[config.mk]
export PLATFORM = sky130hd
export DESIGN_NAME = psram_bus_if
export DESIGN_NICKNAME = d
export VERILOG_FILES = /design/src/rtl/psram_bus_if.sv
export SDC_FILE = /design/constraint.sdc
export NUM_CORES = 1
export LEC_CHECK = 0
export CAP_MARGIN = 20
export CORE_UTILIZATION = 52
export CTS_BUF_LIST = sky130_fd_sc_hd__clkbuf_8
export DETAILED_ROUTE_END_ITERATION = 6
export GPL_TIMING_DRIVEN = 0
export PLACE_DENSITY_LB_ADDON = 0.15
export SYNTH_ARGS = -nofsm -noshare
export SYNTH_HDL_FRONTEND = slang
export SYNTH_SLANG_ARGS = --single-unit
[constraint.sdc]
create_clock -name clk_i -period 13.9 [get_ports clk_i]
set_clock_uncertainty 0.2 [all_clocks]
set_input_delay 3.475 -clock clk_i [delete_from_list [all_inputs] [get_ports clk_i]]
set_output_delay 3.475 -clock clk_i [all_outputs]
set_load 0.05 [all_outputs]
[src/rtl/psram_bus_if.sv]
// psram_bus_if: request/response front end for a PSRAM transfer core.
// Queues host requests in a small FIFO and issues one transfer at a time
// to the core. It returns responses in request order. Misaligned requests,
// and requests made while the controller is disabled, get an error
// response and are never issued.
//
// Ports:
//   clk_i, rst_n_i          clock, synchronous active-low reset
//   cfg_en_i                controller enable
//   req_* (valid/ready)     host request: we, byte addr, wdata, wstrb
//   rsp_* (valid/ready)     host response: rdata, err
//   xfer_valid_o/ready_i    transfer request handshake to the core
//   xfer_rdwr_o             1=read, 0=write
//   xfer_done_i             one-cycle completion pulse from the core
//   bus_addr_o/wr_data_o/wr_mask_o  FIFO head, presented to the core
//   bus_rd_data_i           read data from the core
module psram_bus_if #(
  parameter int unsigned REQ_DEPTH = 2
) (
  input  logic        clk_i,
  input  logic        rst_n_i,
  input  logic        cfg_en_i,
  input  logic        req_valid_i,
  output logic        req_ready_o,
  input  logic        req_we_i,
  input  logic [31:0] req_addr_i,
  input  logic [63:0] req_wdata_i,
  input  logic [7:0]  req_wstrb_i,
  output logic        rsp_valid_o,
  input  logic        rsp_ready_i,
  output logic [63:0] rsp_rdata_o,
  output logic        rsp_err_o,
  output logic        xfer_valid_o,
  output logic        xfer_rdwr_o,
  input  logic        xfer_ready_i,
  input  logic        xfer_done_i,
  output logic [31:0] bus_addr_o,
  output logic [63:0] bus_wr_data_o,
  output logic [7:0]  bus_wr_mask_o,
  input  logic [63:0] bus_rd_data_i
);

  localparam int unsigned PTR_W = (REQ_DEPTH > 1) ? $clog2(REQ_DEPTH) : 1;
  localparam int unsigned CNT_W = PTR_W + 1;

  typedef enum logic [1:0] {
    S_IDLE  = 2'd0,
    S_ISSUE = 2'd1,
    S_WAIT  = 2'd2,
    S_RESP  = 2'd3
  } state_e;

  // Request FIFO storage and pointers
  logic              fifo_we_q    [REQ_DEPTH];
  logic [31:0]       fifo_addr_q  [REQ_DEPTH];
  logic [63:0]       fifo_wdata_q [REQ_DEPTH];
  logic [7:0]        fifo_wstrb_q [REQ_DEPTH];
  logic [PTR_W-1:0]  wr_ptr_q;
  logic [PTR_W-1:0]  rd_ptr_q;
  logic [CNT_W-1:0]  count_q;
  logic [CNT_W-1:0]  count_d;

  state_e            state_q;
  logic              xfer_valid_q;
  logic              rsp_valid_q;
  logic [63:0]       rsp_rdata_q;
  logic              rsp_err_q;

  logic              fifo_empty;
  logic              fifo_full;
  logic              push;
  logic              pop;
  logic              head_we;
  logic [31:0]       head_addr;
  logic [63:0]       head_wdata;
  logic [7:0]        head_wstrb;

  assign fifo_empty = (count_q == '0);
  assign fifo_full  = (count_q == CNT_W'(REQ_DEPTH));
  // Ready depends only on stored occupancy, so a same-cycle pop never frees a slot early.
  assign req_ready_o = ~fifo_full;
  assign push        = req_valid_i & ~fifo_full;
  // Head stays queued until its response has been handed over.
  assign pop         = (state_q == S_RESP) & rsp_ready_i;

  assign head_we    = fifo_we_q[rd_ptr_q];
  assign head_addr  = fifo_addr_q[rd_ptr_q];
  assign head_wdata = fifo_wdata_q[rd_ptr_q];
  assign head_wstrb = fifo_wstrb_q[rd_ptr_q];

  // Occupancy next-state
  always_comb begin
    count_d = count_q;
    case ({push, pop})
      2'b10:   count_d = count_q + CNT_W'(1);
      2'b01:   count_d = count_q - CNT_W'(1);
      default: count_d = count_q;
    endcase
  end

  // FIFO payload write; contents are only meaningful below count_q
  always_ff @(posedge clk_i) begin
    if (push) begin
      fifo_we_q[wr_ptr_q]    <= req_we_i;
      fifo_addr_q[wr_ptr_q]  <= req_addr_i;
      fifo_wdata_q[wr_ptr_q] <= req_wdata_i;
      fifo_wstrb_q[wr_ptr_q] <= req_wstrb_i;
    end
  end

  // FIFO pointers wrap naturally at the power-of-two depth
  always_ff @(posedge clk_i) begin
    if (!rst_n_i) begin
      wr_ptr_q <= '0;
      rd_ptr_q <= '0;
      count_q  <= '0;
    end else begin
      if (push) wr_ptr_q <= wr_ptr_q + PTR_W'(1);
      if (pop)  rd_ptr_q <= rd_ptr_q + PTR_W'(1);
      count_q <= count_d;
    end
  end

  // Transfer sequencer with registered handshake and response outputs
  always_ff @(posedge clk_i) begin
    if (!rst_n_i) begin
      state_q      <= S_IDLE;
      xfer_valid_q <= 1'b0;
      rsp_valid_q  <= 1'b0;
      rsp_rdata_q  <= '0;
      rsp_err_q    <= 1'b0;
    end else begin
      case (state_q)
        S_IDLE: begin
          if (!fifo_empty) begin
            if ((head_addr[2:0] == 3'b000) && cfg_en_i) begin
              state_q      <= S_ISSUE;
              xfer_valid_q <= 1'b1;
            end else begin
              state_q     <= S_RESP;
              rsp_valid_q <= 1'b1;
              rsp_rdata_q <= '0;
              rsp_err_q   <= 1'b1;
            end
          end
        end
        S_ISSUE: begin
          if (xfer_ready_i) begin
            state_q      <= S_WAIT;
            xfer_valid_q <= 1'b0;
          end
        end
        S_WAIT: begin
          // Enable is deliberately not looked at here: an issued transfer always completes.
          if (xfer_done_i) begin
            state_q     <= S_RESP;
            rsp_valid_q <= 1'b1;
            rsp_rdata_q <= head_we ? 64'd0 : bus_rd_data_i;
            rsp_err_q   <= 1'b0;
          end
        end
        S_RESP: begin
          if (rsp_ready_i) begin
            state_q     <= S_IDLE;
            rsp_valid_q <= 1'b0;
            rsp_rdata_q <= '0;
            rsp_err_q   <= 1'b0;
          end
        end
        default: state_q <= S_IDLE;
      endcase
    end
  end

  assign xfer_valid_o  = xfer_valid_q;
  assign rsp_valid_o   = rsp_valid_q;
  assign rsp_rdata_o   = rsp_rdata_q;
  assign rsp_err_o     = rsp_err_q;

  // Head presented to the core; idle value when nothing is queued
  assign xfer_rdwr_o   = fifo_empty ? 1'b1  : ~head_we;
  assign bus_addr_o    = fifo_empty ? 32'd0 : head_addr;
  assign bus_wr_data_o = fifo_empty ? 64'd0 : head_wdata;
  assign bus_wr_mask_o = fifo_empty ? 8'd0  : head_wstrb;

endmodule

# Yosys cells after proc, flatten, opt, wreduce, memory -nomap -nowiden

Memory sizes are Yosys's and may differ from the RTL's. A register that Yosys moved wholly into a read port is not among the register bits.
Index checks and enable logic that the tools add are counted.

Logic and storage cells: 80
Memories: 4
Register bits after elaboration: 73
Bits in writable memories: 210

Add/subtract/negate cells: 4
Reductions and logical operators: 10
Bitwise logic cells: 4
Equal/unequal tests: 12
Muxes and demuxes: 38

Memory list:

| name         | words | bits a word | read ports | clocked after Yosys merged registers in | write ports | RTL line | text |
|---|---|---|---|---|---|---|---|
| fifo_wdata_q | 2     | 64          | 1          | 1                                       | 1           | 56       | `logic [63:0] fifo_wdata_q [REQ_DEPTH];` |
| fifo_addr_q  | 2     | 32          | 1          | 1                                       | 1           | 55       | `logic [31:0] fifo_addr_q [REQ_DEPTH];` |
| fifo_wstrb_q | 2     | 8           | 1          | 1                                       | 1           | 57       | `logic [7:0] fifo_wstrb_q [REQ_DEPTH];` |
| fifo_we_q    | 2     | 1           | 1          | 1                                       | 1           | 54       | `logic fifo_we_q [REQ_DEPTH];` |

Operator list:

| operator                                             | number |
|---|---|
| 2-to-1 mux 64 bit                                    | 6 |
| case mux 64 bit (3 select lines)                     | 1 |
| 2-to-1 mux 32 bit                                    | 1 |
| 2-to-1 mux 1 bit                                     | 19 |
| != test 2 bit (second input constant)                | 6 |
| 2-to-1 mux 2 bit                                     | 5 |
| equality test 2 bit (second input constant)          | 4 |
| 2-to-1 mux 8 bit                                     | 1 |
| case mux 2 bit (4 select lines)                      | 1 |
| AND reduction 4 bit                                  | 2 |
| case mux 1 bit (3 select lines)                      | 2 |
| AND reduction 5 bit                                  | 1 |
| equality test 2 x 1 -> 1 bit (second input constant) | 2 |
| logical NOT 2 bit                                    | 2 |
| case mux 2 bit (2 select lines)                      | 1 |
| nonzero test 2 bit                                   | 2 |
| logical NOT 3 bit                                    | 1 |
| nonzero test 3 bit                                   | 1 |
| adder 1 bit (second input constant)                  | 2 |
| adder 2 x 1 -> 2 bit (second input constant)         | 1 |
| bitwise AND 1 bit                                    | 2 |
| inverter 1 bit                                       | 2 |
| case mux 1 bit (2 select lines)                      | 1 |
| subtractor 2 x 1 -> 2 bit (second input constant)    | 1 |
| logical AND 1 bit                                    | 1 |

# Logic depth before layout (Yosys ltp)

Depth after elaboration: 5
Depth in mapped cells: 8

# Worst setup path after synthesis

OpenSTA, ideal clock, no wires.

Path kind: input port to flip-flop
From: in req_valid_i
To: mem fifo_addr_q[0][0], enable pin
Data arrival time: 7.960 ns
Path buffers: 0
Path slack: 5.169 ns
Cell stages on the path: 2
Data required time: 13.130 ns
Cell sequence: nand2_1 -> nor2_1

Longest elaborated chain between the ends: 3

Ends and longest elaborated chain:

| element                                | RTL line | text |
|---|---|---|
| from (decl)                            | 23       | `input logic req_valid_i,` |
| bitwise AND 1 bit                      | 82       | `assign push = req_valid_i & ~fifo_full;` |
| 2-to-1 mux 1 bit                       | 103      | `if (push) begin` |
| 2-to-1 mux 1 bit (not written as such) | 105      | `fifo_addr_q[wr_ptr_q] <= req_addr_i;` |
| to (decl)                              | 55       |  |

No other way between the ends.

# Final worst setup path

From: reg count_q[0]
To: out bus_wr_data_o[36]

Longest elaborated chain between the ends: 2

Ends and longest elaborated chain:

| element                | RTL line | text |
|---|---|---|
| from (decl)            | 60       | `logic [CNT_W-1:0] count_q;` |
| from (signal assigned) | 120      | `count_q <= count_d;` |
| logical NOT 2 bit      | 78       | `assign fifo_empty = (count_q == '0);` |
| 2-to-1 mux 64 bit      | 183      | `assign bus_wr_data_o = fifo_empty ? 64'd0 : head_wdata;` |
| to (decl)              | 38       | `output logic [63:0] bus_wr_data_o,` |

No other way between the ends.

==> flow_summary_export.csv <==
group,metric,value,unit
power,power_leakage,5.598,nW
setup_path,critical_path_class,"reg2out",
worst_hold_path,hold-path-endpoint,"rsp_rdata_o[54]",
setup_path,cp-end-kind,"primary output",
floorplan,rows,52,
yosys,synthMuxAreaShare,15.41,%
timing,fin_crit_sh,50.01,%
cts,cts_setup_buffers,0,
setup_path,crit-reg2reg-launch,"count_q[0]",
layout,layout-drive-gt1-share,7.243,%
floorplan,die-area,21840,µm²
placed_design,port_buffers,347,
status,status,"finished, final reports clean",
timing,setup_viol,0,
power,power.total,2.713,mW
yosys,synth_seq_area_share,70.47,%
floorplan,coreArea,20560,µm²
timing,maxSlewHeadroom,40.07,%
global_routing,grt-ovfl-total,0,
cts,holdBufCountCts,0,
cts,ctsResizeCount,0,
yosys,synth_compound_area_share,0.9284,%
cts,numCtsBuffers,45,
yosys,ys_types,38,
worst_hold_path,hold_path.class,"reg2reg",
yosys,synth_area_per_cell,14.06,µm²
drt,remaining_drc_errors,0,
layout,final_util,76.83,%
yosys,ys_seq_elements,284,
setup_path,worstPathArrival,3280,ps
yosys,netlist_instances,786,
global_routing,antenna_found_initial,3,
drt,ant_nets,0,
power,ir_drop,0.00009471,V
setup_path,regToRegSetupSlack,11550,ps
yosys,synth_area_leaders,"edfxtp_1, mux2i_1, dfxtp_1",
layout,nets,1365,
yosys,ys.flop_type,"edfxtp_1",
setup_path,crit_fanout,10,
cts,clock_path_buffers,3,
yosys,netlist.area_leader.share,57.07,%
timing,post-route-min-period,6951,ps
global_routing,grt_start_max_net_pins,61,
timing,timing.fmax,143.9,MHz
setup_path,crit_path_start_kind,"register",
timing,maxSlewViolCount,0,
yosys,synthesis.area,11050,µm²
drt,dr.pass1.iters,4,
drt,first_iter_violations,264,
worst_hold_path,hold_path_startpoint,"rsp_rdata_o[54]",
floorplan,io_pins,349,
drt,vias,7438,
cts,cts.sinks,284,
cts,root_buffer,"clkbuf_8",
global_routing,grt_first_pass_wirelength,39940,µm
yosys,synth_top_family_by_area,"multiplexers",
placed_design,gp_congestion,0.7591,
power,p_per_area,171.8,nW/µm²
job,cap_viol_max_count,0,
cts,path_clk_slew,60,ps
setup_path,worstReg2RegEnd,"fifo_addr_q[0][18]",
yosys,synth_fp_nets,967,
cts,cts_tree,"yes",
drt,drt-vias-per-instance,4.999,
placed_design,hpwl,18250,µm
setup_path,rr_worst_depth,6,
worst_hold_path,whs_path_depth,2,
yosys,synth-xor-area-share,0.3170,%
yosys,yosys_warnings,0,
cts,clock_latency,530,ps
floorplan,die_x,147.8,µm
yosys,synth_adder_area_share,0.5661,%
floorplan,initial_core_util,53.75,%
timing,rsz0062_at_grt,"no",
layout,fill_cells,1361,
timing,fin_tns_setup,0,ps
drt,routedWlPerCell,17.20,µm
drt,drt_wl_total,25600,µm
setup_path,worstPathRequired,10220,ps
yosys,synthSimpleGateAreaFrac,9.556,%
global_routing,grtUsageTotal,23.76,%
timing,tightest_slew,899.0,ps
layout,areaGrowthSynthToFinish,42.95,%
yosys,yosys.area.top_type,"edfxtp_1",
cts,htree_levels,2,
yosys,synth_edf_count,210,
floorplan,fp.dieH,147.8,µm
yosys,ys_async_sr_fraction,0,%
global_routing,grt_pass1_vias,7792,
timing,hold_violations,0,
==> through the flow <==
stage	hold slack [ps]	worst slack, ps	instances	instance area, µm²
floorplan	281.2	5169	786	11050
global placement	243.3	2349	1403	14860
detailed placement	250.9	7483	1407	14960
CTS	259.0	6906	1485	15790
global route	277.6	6729	1488	15800
finish	257.4	6949	1488	15800
==> synth_stat cells, types with 3 or more instances <==
| master | instances |
|---|---|
| edfxtp_1 | 210 |
| buf_1 | 4 |
| clkbuf_1 | 21 |
| nor3_1 | 3 |
| dfxtp_1 | 74 |
| inv_1 | 3 |
| o21ai_0 | 4 |
| buf_2 | 12 |
| ha_1 | 5 |
| buf_12 | 6 |
| nor2_1 | 112 |
| mux2i_1 | 169 |
| nand2_1 | 132 |
==> where the power goes <==
part	leakage (nW)	total, mW	internal (mW)	switching [mW]
combinational	2.55	1.04	0.392	0.643
clock	0.485	0.647	0.346	0.301
sequential	2.56	1.03	1.01	0.0250
total	5.60	2.71	1.74	0.970
==> worst max-delay path, cell delays in order (launching register included) <==
cell and delay (ps):
dfxtp_1 290, buf_2 140, nor2_1 440, clkbuf_1 560
buf_1 450, nor2_1 110, clkdlybuf4s50_1 730
==> per-layer routing <==
layer	share of wire (%)	GRT usage, %	vias up
met5	0	0	-
met3	9.7	8.302	48
met4	2.6	8.814	0
li1	-	-	3587
met1	35	25.73	3513
met2	52	42.67	290
==> layout make-up <==
class	count	area [µm²]	share of cell area, %
Clock inverter	28	138.9	0.8792
Inverter	3	11.26	0.07129
Clock buffer	50	688.2	4.356
Tap cell	270	337.8	2.139
Antenna cell	3	7.507	0.04752
Timing Repair Buffer	351	3561	22.54
Multi-Input combinational cell	454	2972	18.81
Sequential cell	284	7787	49.30
Buffer	45	292.8	1.853
==> cell usage in the layout, fill, tap and decap left out, types with 6 or more instances in the layout <==
master / synthesis / routed
clkbuf_1: 21 / 21
buf_12: 6 / 9
nor2_1: 112 / 111
buf_2: 12 / 12
dfxtp_1: 74 / 74
edfxtp_1: 210 / 210
clkdlybuf4s50_1: 0 / 347
clkbuf_8: 0 / 50
nand2_1: 132 / 132
inv_1: 3 / 20
clkinv_1: 0 / 6
mux2i_1: 169 / 169
==> cells by family after synthesis <==
kind of cell    after synthesis
buf+inv                      48
simple gates                262
compound gates               13
xor+xnor                      4
fa+ha+maj                     5
mux                         170
flops                       284
==> state kept, by name (all words and copies together) (netlist names), named ones only <==
signal        flops
fifo_wdata_q    128
fifo_addr_q      64
rsp_rdata_o      64
fifo_wstrb_q     16
count_q           2
fifo_we_q         2
state_q           2
rd_ptr_q          1
rsp_err_o         1
rsp_valid_o       1
wr_ptr_q          1
xfer_valid_o      1
==> how the worst max path moves through the flow <==
| stage | slack (ps) | start | to |
|---|---|---|---|
| after global routing | 6730 | count_q[0] | bus_wr_data_o[42] |
| final | 6950 | count_q[0] | bus_wr_data_o[36] |
| after global placement | 2350 | req_valid_i | fifo_addr_q[0][20] |
| after floorplan | 5170 | req_valid_i | fifo_addr_q[0][0] |
| after CTS | 6910 | count_q[0] | bus_wr_data_o[32] |
| after detailed placement | 7480 | count_q[0] | bus_wr_data_o[15] |
Note: power is estimated with default switching activity, not from simulation.
